--- src/rtl/board_ctrl_if.sv ---
// Command handshake bundle for the 8x8 board sequencer.
// master = host issuing rectangle commands, slave = board_ctrl.
interface board_ctrl_if;
    logic       cmd_valid;
    logic       cmd_ready;
    logic [2:0] cmd_row;
    logic [2:0] cmd_clm;
    logic [2:0] cmd_h;
    logic [2:0] cmd_w;
    logic       cmd_fill;

    modport master (
        output cmd_valid,
        output cmd_row,
        output cmd_clm,
        output cmd_h,
        output cmd_w,
        output cmd_fill,
        input  cmd_ready
    );

    modport slave (
        input  cmd_valid,
        input  cmd_row,
        input  cmd_clm,
        input  cmd_h,
        input  cmd_w,
        input  cmd_fill,
        output cmd_ready
    );
endinterface

--- src/rtl/board_ctrl.sv ---
// Rectangle fill/erase sequencer for the 8x8 board, one cell per clock.
// Optional full-row clearing after fills: define BOARD_CTRL_ROW_CLEAR_EN.
module board_ctrl (
    input  logic            clk,
    input  logic            rst,
    board_ctrl_if.slave     cmd,
    input  logic [7:0][7:0] board,
    output logic [2:0]      row_counter,
    output logic [2:0]      clm_counter,
    output logic            update,
    output logic            fill_erase,
    output logic            busy,
    output logic            done,
    output logic [3:0]      rows_cleared
);

    typedef enum logic [2:0] {
        IDLE  = 3'd0,
        SCAN  = 3'd1,
`ifdef BOARD_CTRL_ROW_CLEAR_EN
        CHECK = 3'd2,
        CLEAR = 3'd3,
`endif
        DONE  = 3'd4
    } state_t;

    state_t     state, state_n;
    logic [2:0] row_n, clm_n;
    logic [2:0] clm_start, clm_start_n;
    logic [2:0] row_end, row_end_n;
    logic [2:0] clm_end, clm_end_n;
    logic       fill_q, fill_n;
    logic       update_n, fe_n, busy_n, done_n;

`ifdef BOARD_CTRL_ROW_CLEAR_EN
    logic [2:0] chk_r, chk_n;
    logic [3:0] rc_q, rc_n;
    assign rows_cleared = rc_q;
`else
    logic unused_board;
    assign unused_board = ^board;
    assign rows_cleared = 4'd0;
`endif

    // 4-bit sum so a rectangle running off the board clips at 7
    function automatic logic [2:0] clip(input logic [2:0] a,
                                        input logic [2:0] b);
        logic [3:0] s;
        s = {1'b0, a} + {1'b0, b};
        return s[3] ? 3'd7 : s[2:0];
    endfunction

    assign cmd.cmd_ready = (state == IDLE);

    always_comb begin
        state_n     = state;
        row_n       = row_counter;
        clm_n       = clm_counter;
        clm_start_n = clm_start;
        row_end_n   = row_end;
        clm_end_n   = clm_end;
        fill_n      = fill_q;
        update_n    = 1'b0;
        fe_n        = fill_erase;
        busy_n      = busy;
        done_n      = 1'b0;
`ifdef BOARD_CTRL_ROW_CLEAR_EN
        chk_n       = chk_r;
        rc_n        = rc_q;
`endif
        unique case (state)
            IDLE: begin
                busy_n = 1'b0;
                if (cmd.cmd_valid) begin
                    state_n     = SCAN;
                    row_n       = cmd.cmd_row;
                    clm_n       = cmd.cmd_clm;
                    clm_start_n = cmd.cmd_clm;
                    row_end_n   = clip(cmd.cmd_row, cmd.cmd_h);
                    clm_end_n   = clip(cmd.cmd_clm, cmd.cmd_w);
                    fill_n      = cmd.cmd_fill;
                    update_n    = 1'b1;
                    fe_n        = cmd.cmd_fill;
                    busy_n      = 1'b1;
`ifdef BOARD_CTRL_ROW_CLEAR_EN
                    rc_n        = 4'd0;
`endif
                end
            end
            SCAN: begin
                if (clm_counter != clm_end) begin
                    clm_n    = clm_counter + 3'd1;
                    update_n = 1'b1;
                end else if (row_counter != row_end) begin
                    clm_n    = clm_start;
                    row_n    = row_counter + 3'd1;
                    update_n = 1'b1;
                end else begin
                    state_n = DONE;
                    done_n  = 1'b1;
                    busy_n  = 1'b0;
`ifdef BOARD_CTRL_ROW_CLEAR_EN
                    if (fill_q) begin
                        state_n = CHECK;
                        done_n  = 1'b0;
                        busy_n  = 1'b1;
                        chk_n   = 3'd0;
                    end
`endif
                end
            end
`ifdef BOARD_CTRL_ROW_CLEAR_EN
            CHECK: begin
                if (board[chk_r] == 8'hFF) begin
                    state_n  = CLEAR;
                    row_n    = chk_r;
                    clm_n    = 3'd0;
                    update_n = 1'b1;
                    fe_n     = 1'b0;
                end else if (chk_r == 3'd7) begin
                    state_n = DONE;
                    done_n  = 1'b1;
                    busy_n  = 1'b0;
                end else begin
                    chk_n = chk_r + 3'd1;
                end
            end
            CLEAR: begin
                if (clm_counter != 3'd7) begin
                    clm_n    = clm_counter + 3'd1;
                    update_n = 1'b1;
                end else begin
                    rc_n = rc_q + 4'd1;
                    if (chk_r == 3'd7) begin
                        state_n = DONE;
                        done_n  = 1'b1;
                        busy_n  = 1'b0;
                    end else begin
                        state_n = CHECK;
                        chk_n   = chk_r + 3'd1;
                    end
                end
            end
`endif
            DONE: begin
                state_n = IDLE;
            end
            default: begin
                state_n = IDLE;
            end
        endcase
    end

    always_ff @(posedge clk or posedge rst) begin
        if (rst) begin
            state       <= IDLE;
            row_counter <= 3'd0;
            clm_counter <= 3'd0;
            clm_start   <= 3'd0;
            row_end     <= 3'd0;
            clm_end     <= 3'd0;
            fill_q      <= 1'b0;
            update      <= 1'b0;
            fill_erase  <= 1'b0;
            busy        <= 1'b0;
            done        <= 1'b0;
        end else begin
            state       <= state_n;
            row_counter <= row_n;
            clm_counter <= clm_n;
            clm_start   <= clm_start_n;
            row_end     <= row_end_n;
            clm_end     <= clm_end_n;
            fill_q      <= fill_n;
            update      <= update_n;
            fill_erase  <= fe_n;
            busy        <= busy_n;
            done        <= done_n;
        end
    end

`ifdef BOARD_CTRL_ROW_CLEAR_EN
    always_ff @(posedge clk or posedge rst) begin
        if (rst) begin
            chk_r <= 3'd0;
            rc_q  <= 4'd0;
        end else begin
            chk_r <= chk_n;
            rc_q  <= rc_n;
        end
    end
`endif

endmodule

--- src/flat_wrapper.sv ---
// flat-port wrapper written by rule: the top's interface ports become plain ports
module board_ctrl_flat 
  (clk, rst, board, row_counter, clm_counter, update, fill_erase, busy, done, rows_cleared, cmd_cmd_valid, cmd_cmd_row, cmd_cmd_clm, cmd_cmd_h, cmd_cmd_w, cmd_cmd_fill, cmd_cmd_ready);
  board_ctrl_if cmd_i ();
  input  logic clk;
  input  logic rst;
  input  logic [7:0][7:0] board;
  output logic [2:0] row_counter;
  output logic [2:0] clm_counter;
  output logic update;
  output logic fill_erase;
  output logic busy;
  output logic done;
  output logic [3:0] rows_cleared;
  input wire logic [$bits(cmd_i.cmd_valid)-1:0] cmd_cmd_valid;
  input wire logic [$bits(cmd_i.cmd_row)-1:0] cmd_cmd_row;
  input wire logic [$bits(cmd_i.cmd_clm)-1:0] cmd_cmd_clm;
  input wire logic [$bits(cmd_i.cmd_h)-1:0] cmd_cmd_h;
  input wire logic [$bits(cmd_i.cmd_w)-1:0] cmd_cmd_w;
  input wire logic [$bits(cmd_i.cmd_fill)-1:0] cmd_cmd_fill;
  output wire logic [$bits(cmd_i.cmd_ready)-1:0] cmd_cmd_ready;
  assign cmd_i.cmd_valid = cmd_cmd_valid;
  assign cmd_i.cmd_row = cmd_cmd_row;
  assign cmd_i.cmd_clm = cmd_cmd_clm;
  assign cmd_i.cmd_h = cmd_cmd_h;
  assign cmd_i.cmd_w = cmd_cmd_w;
  assign cmd_i.cmd_fill = cmd_cmd_fill;
  assign cmd_cmd_ready = cmd_i.cmd_ready;
  board_ctrl u_core (.clk(clk), .rst(rst), .cmd(cmd_i), .board(board), .row_counter(row_counter), .clm_counter(clm_counter), .update(update), .fill_erase(fill_erase), .busy(busy), .done(done), .rows_cleared(rows_cleared));
endmodule
--- config.mk ---
export PLATFORM = sky130hd
export DESIGN_NAME = board_ctrl_flat
export DESIGN_NICKNAME = d
export VERILOG_FILES = /design/src/rtl/board_ctrl_if.sv /design/src/rtl/board_ctrl.sv /design/src/flat_wrapper.sv
export SDC_FILE = /design/constraint.sdc
export NUM_CORES = 1
export LEC_CHECK = 0
export ABC_CLOCK_PERIOD_IN_PS = 5400
export CORE_MARGIN = 2
export CORE_UTILIZATION = 37
export DETAILED_ROUTE_END_ITERATION = 8
export GPL_TIMING_DRIVEN = 0
export PLACE_DENSITY = 0.86
export SLEW_MARGIN = 10
export SYNTH_ARGS = -nofsm -noshare
export SYNTH_HDL_FRONTEND = slang
export SYNTH_SLANG_ARGS = --single-unit
--- constraint.sdc ---
create_clock -name clk -period 5.4 [get_ports clk]
set_clock_uncertainty 0.1 [all_clocks]
set_input_delay 1.35 -clock clk [delete_from_list [all_inputs] [get_ports clk]]
set_output_delay 1.35 -clock clk [all_outputs]
set_load 0.01 [all_outputs]
==> impl_metrics.yaml <==
placed_design:
  dp_hpwl_um: 1905
  dp_cells: 206
  port_buffers: 26
  gp_congestion: 0.7707
  post_dp_cell_area_um2: 1604
critical_path:
  cp_top_family: "buffers and inverters"
  reg2reg_slack_ps: 3470
  crit_chain: "nor2_1 -> clkdlybuf4s50_1"
  slowest_stage: "clkdlybuf4s50_1"
  reg2reg_depth: 6
  worstReg2RegEnd: "u_core.clm_counter[1]"
  worstSetupPathType: "flip-flop to output port"
  path_max_fanout: 7
  worst_path_largest_cell_delay_ps: 540
  r2r-start: "u_core.row_counter[0]"
  path_buf_inv: 1
  end_kind: "output port"
  cp.required_ps: 3950
  start_kind: "flip-flop"
  worst_ep_arrival_time_ps: 1430
power:
  swShare: 0.3919
  seq_power_share: 0.349
  p_int_uw: 511.4
  p_per_area_nw_per_um2: 515.4
  share_comb_of_total_power: 0.561
  netSwitchingPower_uw: 329.6
  power_uw: 841.0
  ir_drop_mv: 0.1908
  p_clk_frac: 0.089
  total_leakage_power_nw: 0.7455
yosys:
  yosysSeqAreaShare: 0.4122
  ys_types: 38
  synthesis.area_um2: 1275
  yosys_warnings: 0
  syn_inst: 131
  syn_area_per_cell_um2: 9.733
  synth_seq_cells: 21
clock_network:
  clk_pin_slew_ps: 120
  cts_tree: "yes"
  holdBufCountCts: 0
  cts_buffer_depth: 2
  post_cts_buffers: 0
  clock_latency_ps: 310
  htreeDepth: 1
  cts_buffers: 3
  clkSinkCount: 21
  cts_root_buf: "clkbuf_4"
  cts_resized: 0
min_path:
  whs_path_depth: 2
  min_delay_worst_endpoint: "u_core.clm_start[0]"
  min_path_type: "flip-flop to flip-flop"
  holdCritStartpoint: "u_core.clm_start[0]"
outcome:
  status: "complete, no violations"
floorplan:
  core_area_um2: 3311
  io_pins: 95
  initial_core_util: 0.3851
  rows: 21
  die_w_um: 62.70
  dieArea_um2: 3931
  die_h_um: 62.70
layout:
  final_nets: 255
  stdcell_count: 210
  num_antenna_cells: 0
  fin_area_um2: 1632
  layout.cells.most_common_list: "clkdlybuf4s50_1, dfrtp_1, nand2_1, inv_1, nor2_1"
  syn_to_final_growth_pct: 27.97
  final_common_cell: "clkdlybuf4s50_1"
  final_layout_size_suffix_gt1_frac: 0.1280
grt:
  grt_pass1_wl_um: 4443
  grt-ovfl-total: 0
  first_global_vias: 993
  antenna_found_initial: 0
  grt_start_max_net_pins: 22
  grt.total_usage: 0.1434
timing:
  finalSetupTns_ps: 0
  fin_crit_ps: 2882
  setup_violations: 0
  slew_viol_final: 0
  finalHoldViolCount: 0
  worst_slew_pin_slew_ps: 781.6
  rsz0062_at_grt: "no"
  slew_headroom: 0.4784
  period_share: 0.5337
  fmax_mhz: 347.0
route:
  drt-wirelength-per-cell_um: 11.80
  routed_wl_um: 2478
  antenna_left: 0
  num_vias: 1021
  drc: 0
  drt_iter0_markers: 32
  dr.pass1.iters: 4
  via_per_inst: 4.862
flow_run:
  drv_cap: 0
## cell families after synthesis
| kind of cell | after synthesis | share of synthesized area |
|---|---|---|
| other cells | 1 | 0.002941 |
| compound gates | 30 | 0.1668 |
| xor+xnor | 8 | 0.05496 |
| mux | 3 | 0.02748 |
| buf+inv | 19 | 0.07949 |
| simple gates | 39 | 0.1462 |
| flops | 21 | 0.4122 |
| fa+ha+maj | 10 | 0.1099 |
## metrics by stage
| stage | setup slack [ps] | util | hold WS [ps] |
|---|---|---|---|
| 2_1_floorplan | 2963 | - | 346.3 |
| 3_3_place_gp | 2257 | 0.4845 | 364.8 |
| 3_5_place_dp | 2228 | 0.4845 | 372.8 |
| 4_1_cts | 2505 | 0.4928 | 402.5 |
| 5_1_grt | 2441 | 0.4928 | 428.5 |
| 6_report | 2518 | 0.4928 | 398.0 |
## layer usage
layer,global-route usage,share of wire
met5,0,0
met4,0.06111,0.016
met3,0.03784,0.066
met2,0.2285,0.46
met1,0.1840,0.46
## power groups by stage
stage	Sequential, mW	Combinational (mW)	Clock [mW]
final	0.294	0.472	0.0752
after global routing	0.304	0.529	0.0853
after CTS	0.294	0.478	0.0781
after detailed placement	0.296	0.473	0
after global placement	0.293	0.463	0
after floorplan	0.299	0.323	0
## how the worst max path moves through the flow
stage                         start               endpoint  slack (ps)  depth (start not counted)
finish              u_core.state[0]          cmd_cmd_ready        2520                          2
detailed placement    cmd_cmd_valid      u_core.clm_end[2]        2230                          6
CTS                 u_core.state[0]          cmd_cmd_ready        2500                          2
floorplan             cmd_cmd_valid  u_core.clm_counter[1]        2960                          5
global placement      cmd_cmd_valid      u_core.row_end[0]        2260                          6
global route          cmd_cmd_valid      u_core.clm_end[2]        2440                          6
## Yosys cell counts
master / count / share of area
a211oi_1: 2 / 0.012
mux2i_1: 2 / 0.016
a21o_1: 3 / 0.018
or2_1: 2 / 0.0098
o22ai_1: 1 / 0.0049
o22a_2: 3 / 0.024
nor3_1: 1 / 0.0039
nand3_1: 1 / 0.0039
nand2_1: 17 / 0.050
o31a_1: 1 / 0.0069
a21oi_2: 1 / 0.0069
clkbuf_1: 2 / 0.0059
nand2b_1: 1 / 0.0049
o221a_2: 1 / 0.0088
o221ai_1: 1 / 0.0069
conb_1: 1 / 0.0029
xor2_1: 5 / 0.034
fa_1: 2 / 0.031
nor3_4: 1 / 0.013
dfrtp_1: 21 / 0.41
or2_2: 1 / 0.0049
or3_1: 1 / 0.0049
a311oi_1: 1 / 0.0069
o2bb2ai_1: 1 / 0.0069
a21oi_1: 8 / 0.031
ha_1: 8 / 0.079
and3_1: 1 / 0.0049
buf_4: 4 / 0.024
nor2b_1: 1 / 0.0049
inv_1: 11 / 0.032
buf_6: 2 / 0.018
mux2_4: 1 / 0.012
xnor2_1: 3 / 0.021
a2bb2oi_1: 1 / 0.0069
and3_2: 2 / 0.012
nor2_1: 10 / 0.029
a211o_2: 1 / 0.0079
o21ai_0: 5 / 0.020
## registers in the layout (all words and copies together), names as in the netlist
signal              cells
u_core.busy             1
u_core.clm_counter      3
u_core.clm_end          3
u_core.clm_start        3
u_core.done             1
u_core.fill_erase       1
u_core.row_counter      3
u_core.row_end          3
u_core.state            2
u_core.update           1
## final cells by class
| class | instances | area, um2 |
|---|---|---|
| Fill cell | 327 | 1679 |
| Tap cell | 46 | 57.56 |
| Buffer | 8 | 60.06 |
| Sequential cell | 21 | 525.5 |
| Clock inverter | 1 | 5.005 |
| Clock buffer | 3 | 22.52 |
| Multi-Input combinational cell | 94 | 659.4 |
| Inverter | 11 | 41.29 |
| Timing Repair Buffer | 26 | 260.3 |
## tightest hold or removal path: cells and delay by family (launching register included)
family / cells / cell delay (ps)
simple gates: 2 / 110
flops: 1 / 360
(Power assumes the default switching activity.)
